`src/rtl/reg_alu_pkg.sv`:
```
// reg_alu_pkg
//   Shared definitions for the register-file ALU processor: opcode encodings,
//   the sequencing FSM state type, and per-opcode decode helpers telling the
//   datapath which register-file ports an opcode reads and whether it writes.
package reg_alu_pkg;

  localparam logic [2:0] OP_WR    = 3'd0;  // write external data
  localparam logic [2:0] OP_RD1   = 3'd1;  // read R1
  localparam logic [2:0] OP_RD2   = 3'd2;  // read R1 and R2
  localparam logic [2:0] OP_RDWR  = 3'd3;  // read R1, write external data
  localparam logic [2:0] OP_RD2WR = 3'd4;  // read R1 and R2, write external data
  localparam logic [2:0] OP_ADD   = 3'd5;  // write R1 + R2
  localparam logic [2:0] OP_SUB   = 3'd6;  // write R1 - R2
  localparam logic [2:0] OP_SHL   = 3'd7;  // write R1 << SHIFT

  typedef enum logic [1:0] {
    ST_IDLE  = 2'd0,
    ST_READ  = 2'd1,
    ST_EXEC  = 2'd2,
    ST_WRITE = 2'd3
  } state_t;

  // Opcode reads register file port 1.
  function automatic logic uses_rd1(input logic [2:0] op);
    logic r;
    case (op)
      OP_WR:   r = 1'b0;
      default: r = 1'b1;
    endcase
    return r;
  endfunction

  // Opcode reads register file port 2.
  function automatic logic uses_rd2(input logic [2:0] op);
    logic r;
    case (op)
      OP_RD2, OP_RD2WR, OP_ADD, OP_SUB: r = 1'b1;
      default:                          r = 1'b0;
    endcase
    return r;
  endfunction

  // Opcode writes back to the register file.
  function automatic logic writes(input logic [2:0] op);
    logic r;
    case (op)
      OP_RD1, OP_RD2: r = 1'b0;
      default:        r = 1'b1;
    endcase
    return r;
  endfunction

endpackage

```
`src/rtl/reg_alu_processor_alu_regfile.sv`:
```
// alu_regfile
//   DEPTH x WIDTH register file with two asynchronous read ports and one
//   synchronous write port. All entries clear to zero on synchronous reset;
//   reset takes priority over a coincident write.
// Ports:
//   clk, rst            clock, synchronous active-high reset
//   we, wr_addr, wr_data write enable / address / data (captured on clk rise)
//   rd_addr1, rd_data1  read port 1 (combinational)
//   rd_addr2, rd_data2  read port 2 (combinational)
module alu_regfile #(
  parameter  int WIDTH = 16,
  parameter  int DEPTH = 8,
  localparam int AW    = $clog2(DEPTH)
) (
  input  logic             clk,
  input  logic             rst,
  input  logic             we,
  input  logic [AW-1:0]    wr_addr,
  input  logic [WIDTH-1:0] wr_data,
  input  logic [AW-1:0]    rd_addr1,
  output logic [WIDTH-1:0] rd_data1,
  input  logic [AW-1:0]    rd_addr2,
  output logic [WIDTH-1:0] rd_data2
);

  logic [WIDTH-1:0] mem_r [DEPTH];

  // Register storage: clear on reset, otherwise single write port.
  always_ff @(posedge clk) begin
    if (rst) begin
      for (int i = 0; i < DEPTH; i++) begin
        mem_r[i] <= {WIDTH{1'b0}};
      end
    end else if (we) begin
      mem_r[wr_addr] <= wr_data;
    end
  end

  assign rd_data1 = mem_r[rd_addr1];
  assign rd_data2 = mem_r[rd_addr2];

endmodule

```
`src/rtl/reg_alu_processor.sv`:
```
// reg_alu_processor
//   Handshaked instruction processor. Each accepted opcode runs a fixed
//   READ -> EXEC -> WRITE sequence on an internal register file and then
//   pulses done for one cycle. Inputs are captured at acceptance, so the
//   producer may change them freely afterwards.
// Ports:
//   clk, rst              clock, synchronous active-high reset
//   in_valid / in_ready   request handshake (ready only while idle)
//   opcode                operation code
//   rd_addr1, rd_addr2    operand register addresses
//   wr_addr, wr_data_in   writeback address, external write data
//   read_data1/2          operands of the last transaction (0 if port unused)
//   result                value written back (0 if no write)
//   overflow              signed overflow of add/sub
//   done                  one-cycle completion pulse
module reg_alu_processor
  import reg_alu_pkg::*;
#(
  parameter  int WIDTH = 16,
  parameter  int DEPTH = 8,
  parameter  int SHIFT = 1,
  localparam int AW    = $clog2(DEPTH)
) (
  input  logic             clk,
  input  logic             rst,
  input  logic             in_valid,
  output logic             in_ready,
  input  logic [2:0]       opcode,
  input  logic [AW-1:0]    rd_addr1,
  input  logic [AW-1:0]    rd_addr2,
  input  logic [AW-1:0]    wr_addr,
  input  logic [WIDTH-1:0] wr_data_in,
  output logic [WIDTH-1:0] read_data1,
  output logic [WIDTH-1:0] read_data2,
  output logic [WIDTH-1:0] result,
  output logic             overflow,
  output logic             done
);

  state_t           state_r;
  logic [2:0]       op_r;
  logic [AW-1:0]    ra1_r;
  logic [AW-1:0]    ra2_r;
  logic [AW-1:0]    wa_r;
  logic [WIDTH-1:0] wd_r;

  logic [WIDTH-1:0] rf_rd1_s;
  logic [WIDTH-1:0] rf_rd2_s;
  logic             rf_we_s;
  logic [WIDTH-1:0] sum_s;
  logic [WIDTH-1:0] diff_s;
  logic [WIDTH-1:0] alu_res_s;
  logic             alu_ovf_s;

  // The write lands on the edge that leaves WRITE; reads happened two edges
  // earlier, which gives read-before-write on a shared address for free.
  assign rf_we_s = (state_r == ST_WRITE) && writes(op_r);

  alu_regfile #(
    .WIDTH (WIDTH),
    .DEPTH (DEPTH)
  ) u_regfile (
    .clk      (clk),
    .rst      (rst),
    .we       (rf_we_s),
    .wr_addr  (wa_r),
    .wr_data  (result),
    .rd_addr1 (ra1_r),
    .rd_data1 (rf_rd1_s),
    .rd_addr2 (ra2_r),
    .rd_data2 (rf_rd2_s)
  );

  assign sum_s  = read_data1 + read_data2;
  assign diff_s = read_data1 - read_data2;

  // ALU: operates on the registered operands captured in READ.
  always_comb begin
    alu_res_s = {WIDTH{1'b0}};
    alu_ovf_s = 1'b0;
    case (op_r)
      OP_WR, OP_RDWR, OP_RD2WR: begin
        alu_res_s = wd_r;
      end
      OP_ADD: begin
        alu_res_s = sum_s;
        alu_ovf_s = (read_data1[WIDTH-1] == read_data2[WIDTH-1]) &&
                    (sum_s[WIDTH-1] != read_data1[WIDTH-1]);
      end
      OP_SUB: begin
        alu_res_s = diff_s;
        alu_ovf_s = (read_data1[WIDTH-1] != read_data2[WIDTH-1]) &&
                    (diff_s[WIDTH-1] != read_data1[WIDTH-1]);
      end
      OP_SHL: begin
        alu_res_s = read_data1 << SHIFT;
      end
      default: begin
        alu_res_s = {WIDTH{1'b0}};
        alu_ovf_s = 1'b0;
      end
    endcase
  end

  // Sequencing FSM with all handshake and result outputs registered.
  always_ff @(posedge clk) begin
    if (rst) begin
      state_r    <= ST_IDLE;
      in_ready   <= 1'b1;
      done       <= 1'b0;
      op_r       <= 3'd0;
      ra1_r      <= {AW{1'b0}};
      ra2_r      <= {AW{1'b0}};
      wa_r       <= {AW{1'b0}};
      wd_r       <= {WIDTH{1'b0}};
      read_data1 <= {WIDTH{1'b0}};
      read_data2 <= {WIDTH{1'b0}};
      result     <= {WIDTH{1'b0}};
      overflow   <= 1'b0;
    end else begin
      done <= 1'b0;
      case (state_r)
        ST_IDLE: begin
          if (in_valid) begin
            op_r     <= opcode;
            ra1_r    <= rd_addr1;
            ra2_r    <= rd_addr2;
            wa_r     <= wr_addr;
            wd_r     <= wr_data_in;
            in_ready <= 1'b0;
            state_r  <= ST_READ;
          end
        end
        ST_READ: begin
          read_data1 <= uses_rd1(op_r) ? rf_rd1_s : {WIDTH{1'b0}};
          read_data2 <= uses_rd2(op_r) ? rf_rd2_s : {WIDTH{1'b0}};
          state_r    <= ST_EXEC;
        end
        ST_EXEC: begin
          result   <= alu_res_s;
          overflow <= alu_ovf_s;
          state_r  <= ST_WRITE;
        end
        ST_WRITE: begin
          done     <= 1'b1;
          in_ready <= 1'b1;
          state_r  <= ST_IDLE;
        end
        default: begin
          in_ready <= 1'b1;
          state_r  <= ST_IDLE;
        end
      endcase
    end
  end

endmodule

```
`config.mk`:
```
export PLATFORM = sky130hd
export DESIGN_NAME = reg_alu_processor
export DESIGN_NICKNAME = d
export VERILOG_FILES = /design/src/rtl/reg_alu_pkg.sv /design/src/rtl/reg_alu_processor_alu_regfile.sv /design/src/rtl/reg_alu_processor.sv
export SDC_FILE = /design/constraint.sdc
export NUM_CORES = 1
export LEC_CHECK = 0
export BUFFER_PORTS_ARGS = -buffer_cell sky130_fd_sc_hd__buf_2
export CAP_MARGIN = 30
export CORE_MARGIN = 2
export CORE_UTILIZATION = 56
export DETAILED_ROUTE_END_ITERATION = 7
export PLACE_DENSITY_LB_ADDON = 0.3
export SYNTH_ARGS = -nofsm -noshare
export SYNTH_HDL_FRONTEND = slang
export SYNTH_SLANG_ARGS = --single-unit
```
`constraint.sdc`:
```
create_clock -name clk -period 6.3 [get_ports clk]
set_clock_uncertainty 0.1 [all_clocks]
set_input_delay 0.945 -clock clk [delete_from_list [all_inputs] [get_ports clk]]
set_output_delay 0.945 -clock clk [all_outputs]
set_load 0.05 [all_outputs]
```
==> impl_summary.txt, run 1 <==
----------------------------------------------------
[Finish]
  Filler cell count in the final layout ... 1589
  Leading cell type in the layout, fill and taps excluded ... sky130_fd_sc_hd__and2_1
  Final nets ... 1156
  Count of inserted antenna diode cells ... 0
  Layout cells sized above 1 ... 19.9%
  Post-route design area ... 12900 sq um
  Area added between synthesis and finish ... 12.0%
  Count of non-filler cells in the finished layout ... 1374
  Commonest cells after routing, fill and taps aside ... 131 x sky130_fd_sc_hd__and2_1, 128 x sky130_fd_sc_hd__edfxtp_1, 105 x sky130_fd_sc_hd__nor2_1
  Area of the multi-input gates ... 5590 sq um
  FF/Latch Area ... 5590 sq um

[Drt]
  DRT Pass-1 Iters ... 5
  Vias after detailed routing ... 8603
  Post-DR vias/cell ... 6.26
  Final wirelength ... 31700 microns
  # DRC ... 0
  Wire length per cell ... 23.1 microns
  DRT antenna net count ... 0
  Number of design-rule violations left by the first detailed-router iteration ... 1083

[STA]
  Pins over their slew limit ... 0
  Highest Clock Rate ... 0.330 GHz
  Setup repair after global routing missed its margin ... no
  Final setup violation count ... 0
  Fin crit period ... 3030 ps
  Final critical-path share of the clock period ... 48.2%
  Accumulated negative setup slack ... 0 ps
  Final number of hold-violating endpoints ... 0
  Hold slack ... 364 ps
  Slew at the pin closest to its max-slew limit ... 1010 ps
  Worst slew margin ... 32.9%

[Setup path]
  Type of origin of the critical path ... input port
  Reg2Reg Launch Point ... op_r[1]
  Critical path start-end classification ... input port to register
  Kind of end point of the critical path ... register
  CP Data Arrival Time ... 3100 ps
  Launch point of the worst path ... rst
  Slack of the worst reg-to-reg path ... 3380 ps
  Largest fanout of any net on the critical path ... 30
  Data required time of the critical path ... 6360 ps

[Synthesis]
  Synthesized cell area ... 11600 sq um
  Post-synthesis sequential element count ... 215
  Post-Synthesis Mean Instance Area ... 11.2 sq um
  Commonest register cell after synthesis ... sky130_fd_sc_hd__edfxtp_1
  Count of unique library cells instantiated by Yosys ... 66
  Number of enable flip-flop cells after synthesis ... 128
  Sequential cell area fraction in the yosys report ... 48.3%
  Post-synthesis net count ... 1103
  Number of standard cells after synthesis ... 1036
  Total of warnings raised by yosys ... 0
  Share of async-settable or async-resettable flops after synthesis ... 0%

[Place]
  Count of placed standard cells including taps ... 1334
  Area of placed instances ... 12200 sq um
  Global placer's final weighted congestion ... 0.926
  Detailed Place HPWL ... 22000 microns
  Total of buffers placed on input and output ports ... 81

[Floorplan]
  Die boundary width ... 148 microns
  Total Die Area ... 21800 sq um
  Die Y ... 148 microns
  Initial standard-cell utilization of the core ... 57.2%
  Placement Rows ... 52
  Core Area ... 20200 sq um
  Number of top-level pins ... 82

[GRT]
  Pin count of the biggest net entering global routing ... 56
  Leftover overflow at the end of global routing ... 0
  GR Util All Layers ... 29.3%
  First-pass GRT wire length ... 48400 microns
  Vias in the first global route ... 8128
  Number of antenna violations at the first check in global routing ... 0

[CTS]
  TritonCTS clock tree ... built
  Buffer levels on the longest clock path ... 3
  TritonCTS buffer count ... 23
  Clk root buf ... sky130_fd_sc_hd__clkbuf_16
  Cts-stage hold buffer count ... 0
  Sinks on Clock Net ... 215
  Clock slew seen by the registers of the worst setup and hold paths ... 60 ps
  Number of cells upsized or downsized after cts ... 0
  Count of buffers added by post-CTS timing repair for setup ... 0
  Clock latency on the worst-skew pair ... 510 ps
  H-tree depth ... 1

[Run status]
  Outcome ... complete, no violations

[Flow run]
  Maximum capacitance violations ... 0

[Power]
  Worst supply voltage drop on vdd ... 0.289 mV
  Power density of the placed cells ... 338 nW/um^2
  Leakage power figure ... 4.94 nW

[Min path]
  Tightest Hold Check Type ... register to register
  Startpoint of the worst hold path ... ra1_r[1]

----------------------------------------------------
## metrics by stage
stage | total power, mW | util (%) | worst slack (ps)
2_1_floorplan | 2.64 | - | 3560
3_3_place_gp | 2.95 | 59.9 | 2850
3_5_place_dp | 2.98 | 60.2 | 2710
4_1_cts | 4.37 | 64.0 | 3240
5_1_grt | 4.54 | 64.0 | 2960
6_report | 4.37 | 64.0 | 3270
## Yosys cell counts, drive strengths merged, types with 8 or more instances
cell type	instances	area (sq um)
xnor2	9	78.8
a21oi	87	435
mux2i	35	350
or2	10	62.6
nand2b	10	62.6
buf	20	96.3
inv	35	131
mux4	64	1440
clkbuf	46	173
nand2	87	327
edfxtp	128	3840
nor2	109	419
dfxtp	87	1740
ha	34	425
a211oi	8	60.1
o21ai	15	75.1
and2	131	820
## critical path, cell delays in order
cell	delay [ps]
sky130_fd_sc_hd__buf_2	300
sky130_fd_sc_hd__nand2b_1	280
sky130_fd_sc_hd__nor2_1	120
sky130_fd_sc_hd__nand2_1	130
sky130_fd_sc_hd__nor2_1	770
sky130_fd_sc_hd__or2_2	520
## metal layers
| metal | up-vias | GRT usage [%] | share of wire, % |
|---|---|---|---|
| met5 | - | 0 | 0 |
| li1 | 3868 | - | - |
| met3 | 87 | 4.94 | 9.3 |
| met1 | 4186 | 41.3 | 40 |
| met2 | 462 | 46.4 | 47 |
| met4 | 0 | 10.7 | 3.9 |
## state kept, by name (all words and copies together), names as in the netlist, named ones only
signal / cells
wa_r: 3
ra2_r: 3
overflow: 1
wd_r: 16
done: 1
op_r: 3
result: 16
u_regfile.mem_r: 128
read_data2: 16
read_data1: 16
ra1_r: 3
state_r: 2
in_ready: 1
## kinds of logic after synthesis
logic type,count (synthesis),synth area share (%)
flip-flops,215,48.3
multiplexers,99,15.5
AO/OA/AOI/OAI,190,11.0
AND/OR/NAND/NOR,380,16.6
XOR/XNOR,15,1.14
adder cells (fa/ha/maj),36,4.02
buffers and inverters,101,3.46
## area by class of cell
type / count / area share (%)
clock buffers: 28 / 4.92
clock inverters: 12 / 1.07
inverters: 35 / 1.01
multi-input cells: 720 / 43.1
flip-flops and latches: 215 / 43.2
well taps: 270 / 2.61
repair buffers: 94 / 4.10
## where the power goes
| group | leakage, nW | internal, mW | total, mW | switching, mW |
|---|---|---|---|---|
| combinational | 2.53 | 0.473 | 1.24 | 0.765 |
| clock | 0.380 | 0.842 | 1.40 | 0.559 |
| sequential | 2.03 | 1.60 | 1.74 | 0.140 |
## path summary, 6_finish.rpt
path / cells after the start / end
worst max-delay path: 6 / u_regfile.mem_r[3][6]
worst min register to register: 2 / register
worst max register to register: 6 / u_regfile.mem_r[3][6]
worst min-delay path: 2 / register
Note: power is estimated with default switching activity, not from simulation.
==> run 2: changes to the inputs <==
Clock period 6.3 ns to 2.8 ns, I/O delays scaled along.
==> impl_summary.txt, run 2 (synthesis results as in run 1) <==
----------------------------------------------------
[Run status]
  Outcome ... complete, no violations

[Finish]
  Commonest cells after routing, fill and taps aside ... 131 x sky130_fd_sc_hd__and2_1, 128 x sky130_fd_sc_hd__edfxtp_1, 105 x sky130_fd_sc_hd__nor2_1
  Area added between synthesis and finish ... 13.9%
  Leading cell type in the layout, fill and taps excluded ... sky130_fd_sc_hd__and2_1
  Largest register FFs ... 128 (unchanged)
  Count of inserted antenna diode cells ... 0 (unchanged)
  Filler cell count in the final layout ... 1576 (-0.82%)
  Final nets ... 1188 (+2.8%)
  Register ranked first by flip-flop count ... u_regfile.mem_r
  Layout cells sized above 1 ... 22.1% (+2.1 points)
  Core Util, Final ... 65.1% (+1.1 points)

[Drt]
  DRT Pass-1 Iters ... 7 (+2)
  Final wirelength ... 32000 microns (+0.77%)
  Vias after detailed routing ... 8626 (+0.27%)
  Post-DR vias/cell ... 6.13 (-2.1%)
  DRT antenna net count ... 0 (unchanged)
  # DRC ... 0 (unchanged)
  Number of design-rule violations left by the first detailed-router iteration ... 653 (-40%)
  Wire length per cell ... 22.7 microns (-1.6%)

[Floorplan]
  Core Area ... 20200 sq um (unchanged)
  Number of top-level pins ... 82 (unchanged)
  Die boundary width ... 148 microns (unchanged)
  Initial standard-cell utilization of the core ... 57.2% (unchanged)
  Placement Rows ... 52 (unchanged)
  Total Die Area ... 21800 sq um (unchanged)
  Die Y ... 148 microns (unchanged)

[Power]
  Fraction of power consumed by sequential logic ... 39.2% (-0.5 points)
  Internal Pwr Total ... 6.58 mW (+130%)
  Combinational power share ... 29.4% (+1.1 points)
  Leakage power figure ... 5.10 nW (+3.2%)
  P_sw ... 3.30 mW (+130%)
  Power share of the clock group ... 31.4% (-0.6 points)
  Switching Fraction ... 33.4% (-0.056 points)
  Overall power of the completed layout ... 9.88 mW (+130%)
  Worst supply voltage drop on vdd ... 0.628 mV (+120%)
  Power density of the placed cells ... 750 nW/um^2 (+120%)

[Setup path]
  Slack of the worst reg-to-reg path ... 180 ps (-3200 ps)
  Critical Path, Cell by Cell ... inv_1, ha_1, nor2_1, a211oi_1, nor3b_1, o2bb2ai_1, xnor2_1, a221oi_1, a211oi_1
  Buffer and inverter count on the worst path ... 1 (unchanged)
  Slowest-stage cell, CP ... sky130_fd_sc_hd__ha_1
  Reg-to-reg endpoint ... result[10]
  CP Data Arrival Time ... 2890 ps (-210 ps)
  Data required time of the critical path ... 3070 ps (-3290 ps)
  Kind of end point of the critical path ... register
  Stage delay of the slowest cell on the critical path ... 480 ps (-290 ps)
  Most used cell along the critical path ... sky130_fd_sc_hd__a211oi_1
  CP top delay family ... compound AO/OA/AOI/OAI gates
  Total stage count of the critical path ... 9 (+3)
  Reg2Reg Launch Point ... read_data2[7]
  Largest fanout of any net on the critical path ... 8 (-73%)
  Depth of the worst register-to-register path ... 9 (+3)
  Critical path start-end classification ... register to register
  Type of origin of the critical path ... register

[CTS]
  Count of buffers added by post-CTS timing repair for setup ... 0 (unchanged)
  Clk root buf ... sky130_fd_sc_hd__clkbuf_16
  Clock latency on the worst-skew pair ... 520 ps (about the same)
  Buffer levels on the longest clock path ... 3 (unchanged)
  Clock slew seen by the registers of the worst setup and hold paths ... 60 ps (about the same)
  TritonCTS buffer count ... 24 (+4.3%)
  H-tree depth ... 1 (unchanged)
  TritonCTS clock tree ... built
  Sinks on Clock Net ... 215 (unchanged)

[Place]
  Detailed Place HPWL ... 22300 microns (+1.3%)
  Total of buffers placed on input and output ports ... 81 (unchanged)
  Post-place setup slack ... 224 ps (-2480 ps)
  Global placer's final weighted congestion ... 0.938 (+1.3%)

[Min path]
  Startpoint of the worst hold path ... wr_data_in[6]
  Tightest Hold Check Type ... input port to register
  WHS Path Cells ... 3 (+1)
  Endpoint with the worst hold slack ... wd_r[6]

[STA]
  Pins over their slew limit ... 0 (unchanged)
  Worst slew margin ... 56.7% (+24 points)
  Setup ws final ... 181 ps (-3090 ps)
  Accumulated negative setup slack ... 0 ps (unchanged)
  Final setup violation count ... 0 (unchanged)
  Final number of hold-violating endpoints ... 0 (unchanged)
  Fin crit period ... 2620 ps
  Final critical-path share of the clock period ... 93.5%
  Setup repair after global routing missed its margin ... no
  Slew at the pin closest to its max-slew limit ... 649 ps (-357 ps)
  Highest Clock Rate ... 0.382 GHz
  Hold slack ... 40.9 ps (-323 ps)

[GRT]
  First-pass GRT wire length ... 49200 microns (+1.6%)
  Vias in the first global route ... 8554 (+5.2%)
  Pin count of the biggest net entering global routing ... 52 (-7.1%)
  Number of antenna violations at the first check in global routing ... 0 (unchanged)
  Leftover overflow at the end of global routing ... 0 (unchanged)
  GR Util All Layers ... 29.7% (+0.34 points)

[Flow run]
  Maximum capacitance violations ... 0 (unchanged)

----------------------------------------------------
-- run 2: changes by cell type in the layout (fill, tap and decap cells not counted), sizes merged --
cell / change
clkbuf: +3
clkinv: +3
clkinvlp: -1
bufinv: -1
inv: -2
buf: +31
-- run 2: repair_timing --
item                                    in CTS  in global routing
resized for setup                            0                  1
hold buffers                                 0                  0
endpoints found under the setup margin       0                  2
-- run 2: per-layer routing --
layer	global-route usage, %	up-vias	wire length [microns]
met1	40.4	4265	13000
li1	-	3935	-
met3	4.20	74	2050
met5	0	-	0
met4	11.3	0	1230
met2	48.8	352	15700
-- run 2: cell type report --
| class | instances | area, sq um | share of cell area (%) |
|---|---|---|---|
| tap | 270 | 338 | 2.56 |
| clock buffer | 31 | 669 | 5.08 |
| timing repair buffer | 125 | 761 | 5.77 |
| multi-input combinational | 720 | 5590 | 42.4 |
| inverter | 35 | 131 | 0.997 |
| clock inverter | 11 | 100 | 0.760 |
| sequential | 215 | 5590 | 42.4 |
-- run 2: worst register-to-register path: cells and delay by family, from the launching register on --
family                   cells  cell delay, ps
flip-flops                   1             420
adder cells (fa/ha/maj)      1             480
AO/OA/AOI/OAI                4             940
XOR/XNOR                     1              80
AND/OR/NAND/NOR              2             380
buffers and inverters        1              70
-- run 2: per-stage QoR --
stage                     instance area (sq um)  std cells
after floorplan                           11600       1036
after global placement                    12400       1365
after detailed placement                  12400       1365
after CTS                                 13200       1407
after global routing                      13200       1407
final                                     13200       1407
-- run 2: power by group through the flow --
| stage | Sequential (mW) | Combinational (mW) | Clock, mW |
|---|---|---|---|
| after CTS | 3.88 | 2.88 | 3.14 |
| final | 3.88 | 2.91 | 3.10 |
| after global placement | 3.92 | 2.84 | 0 |
| after detailed placement | 3.94 | 2.86 | 0 |
| after global routing | 3.91 | 3.13 | 3.26 |
| after floorplan | 4.02 | 1.92 | 0 |
-- run 2: worst max path at each step --
stage                   from    endpoint  slack [ps]
2_1_floorplan  read_data2[1]  result[15]          60
3_3_place_gp   read_data2[7]  result[10]         240
3_5_place_dp   read_data1[0]  result[12]         220
4_1_cts        read_data1[0]  result[10]         200
5_1_grt        read_data2[7]  result[10]          10
6_report       read_data2[7]  result[10]         180
==> run 3: changes to the inputs <==
Settings changed: CORE_ASPECT_RATIO set to 1.2.
==> impl_summary.txt, run 3 (synthesis results as in run 1) <==
----------------------------------------------------
[CTS]
  Cts-stage hold buffer count ... 0 (unchanged)
  Sinks on Clock Net ... 215 (unchanged)
  Buffer levels on the longest clock path ... 3 (unchanged)
  H-tree depth ... 1 (unchanged)
  Clk root buf ... sky130_fd_sc_hd__clkbuf_16
  Clock latency on the worst-skew pair ... 510 ps (about the same)
  TritonCTS buffer count ... 23 (-4.2%)
  TritonCTS clock tree ... built
  Clock slew seen by the registers of the worst setup and hold paths ... 70 ps (about the same)

[Drt]
  Final wirelength ... 31300 microns (-2.2%)
  Number of design-rule violations left by the first detailed-router iteration ... 840 (+29%)
  DRT Pass-1 Iters ... 5 (-2)
  # DRC ... 0 (unchanged)
  Vias after detailed routing ... 8526 (-1.2%)
  Wire length per cell ... 22.4 microns (-1.3%)
  Post-DR vias/cell ... 6.11 (-0.31%)
  DRT antenna net count ... 0 (unchanged)

[Place]
  Count of placed standard cells including taps ... 1354 (-0.81%)
  Post-place setup slack ... 129 ps (-95.2 ps)
  Global placer's final weighted congestion ... 0.923 (-1.6%)
  Area of placed instances ... 12400 sq um (-0.41%)
  Total of buffers placed on input and output ports ... 81 (unchanged)
  Detailed Place HPWL ... 21500 microns (-3.7%)

[Setup path]
  Data required time of the critical path ... 3130 ps (+60 ps)
  Type of origin of the critical path ... register
  Kind of end point of the critical path ... register
  Critical path start-end classification ... register to register
  Largest fanout of any net on the critical path ... 10 (+2)
  CP Data Arrival Time ... 2970 ps (+80 ps)
  Launch point of the worst path ... read_data2[8]
  Reg2Reg Launch Point ... read_data2[8]

[Floorplan]
  Initial standard-cell utilization of the core ... 57.1% (about the same)
  Placement Rows ... 57 (+9.6%)
  Total Die Area ... 21800 sq um (about the same)
  Die Y ... 161 microns (+9.3%)
  Core Area ... 20300 sq um (about the same)
  Die boundary width ... 135 microns (-8.5%)
  Number of top-level pins ... 82 (unchanged)

[GRT]
  Pin count of the biggest net entering global routing ... 51 (-1.9%)
  Number of antenna violations at the first check in global routing ... 0 (unchanged)
  Vias in the first global route ... 8415 (-1.6%)
  GR Util All Layers ... 28.9% (-0.81 points)
  First-pass GRT wire length ... 47600 microns (-3.2%)
  Leftover overflow at the end of global routing ... 0 (unchanged)

[STA]
  Fin crit period ... 2640 ps (+23.6 ps)
  Highest Clock Rate ... 0.378 GHz (-0.89%)
  Worst slew margin ... 50.6% (-6.1 points)
  Pins over their slew limit ... 0 (unchanged)
  Accumulated negative setup slack ... 0 ps (unchanged)
  Setup repair after global routing missed its margin ... no
  Setup ws final ... 158 ps (-23.6 ps)
  Final critical-path share of the clock period ... 94.4% (+0.84 points)
  Final number of hold-violating endpoints ... 0 (unchanged)
  Hold slack ... 44.9 ps (+4.03 ps)
  Slew at the pin closest to its max-slew limit ... 731 ps (+82.0 ps)
  Final setup violation count ... 0 (unchanged)

[Power]
  Overall power of the completed layout ... 9.83 mW (-0.53%)
  Power density of the placed cells ... 749 nW/um^2 (-0.17%)
  Worst supply voltage drop on vdd ... 0.582 mV (-7.4%)
  Leakage power figure ... 5.06 nW (-0.73%)

[Finish]
  Final nets ... 1181 (-0.59%)
  Leading cell type in the layout, fill and taps excluded ... sky130_fd_sc_hd__and2_1
  Area added between synthesis and finish ... 13.5%
  Core Util, Final ... 64.8% (-0.30 points)
  Largest register FFs ... 128 (unchanged)
  Count of inserted antenna diode cells ... 0 (unchanged)
  Count of non-filler cells in the finished layout ... 1395 (-0.85%)
  Layout cells sized above 1 ... 21.9% (-0.13 points)
  Post-route design area ... 13100 sq um (-0.36%)
  Commonest cells after routing, fill and taps aside ... 131 x sky130_fd_sc_hd__and2_1, 128 x sky130_fd_sc_hd__edfxtp_1, 105 x sky130_fd_sc_hd__nor2_1
  Register ranked first by flip-flop count ... u_regfile.mem_r

[Min path]
  Tightest Hold Check Type ... input port to register
  Startpoint of the worst hold path ... wr_data_in[5]

[Run status]
  Outcome ... complete, no violations

[Flow run]
  Maximum capacitance violations ... 0 (unchanged)

----------------------------------------------------
-- run 3: cell types whose count changed in the layout (fill, tap and decap cells not counted), sizes merged --
cell / previous run / this run
clkinvlp: 0 / 2
clkinv: 9 / 8
buf: 125 / 119
bufinv: 2 / 3
clkbuf: 31 / 27
inv: 35 / 36
-- run 3: what timing repair did --
action | CTS | global route
resized for setup | 0 | 2
buffers inserted | 0 | 0
endpoints found under the setup margin | 0 | 1
-- run 3: layer usage --
metal  vias up  wire length, microns  track usage (%)
met3        81                  2350             3.95
met2       354                 15700             49.9
met4         0                  1230             12.3
met5         -                     0                0
met1      4174                 12000             36.4
li1       3917                     -                -
-- run 3: final timing paths --
path	end	slack, ps	depth (start not counted)
hold reg to reg	register	350	2
setup reg to reg	result[13]	160	9
setup / recovery	result[13]	160	9
hold / removal	wd_r[5]	40	3
-- run 3: layout make-up --
type / instances / area, sq um
clock buffer: 27 / 611
clock inverter: 14 / 150
fill: 1604 / 7130
inverter: 35 / 131
multi-input combinational: 720 / 5600
sequential: 215 / 5590
tap: 265 / 332
timing repair buffer: 119 / 716
-- run 3: critical path, stage by stage, from the launching register on --
cell and delay, ps:
sky130_fd_sc_hd__dfxtp_1 380, sky130_fd_sc_hd__inv_1 60, sky130_fd_sc_hd__ha_1 450, sky130_fd_sc_hd__nor2b_1 250, sky130_fd_sc_hd__nor2_1 100, sky130_fd_sc_hd__o311ai_0 630, sky130_fd_sc_hd__a211oi_1 190, sky130_fd_sc_hd__xor2_1 160
sky130_fd_sc_hd__nand2_1 70, sky130_fd_sc_hd__a31oi_1 180
-- run 3: power breakdown --
| part | leakage [nW] | switching, mW | internal, mW | total (mW) |
|---|---|---|---|---|
| Combinational | 2.66 | 1.77 | 1.14 | 2.91 |
| Clock | 0.372 | 1.25 | 1.83 | 3.08 |
| Sequential | 2.03 | 0.251 | 3.59 | 3.84 |
| Total | 5.06 | 3.27 | 6.56 | 9.83 |
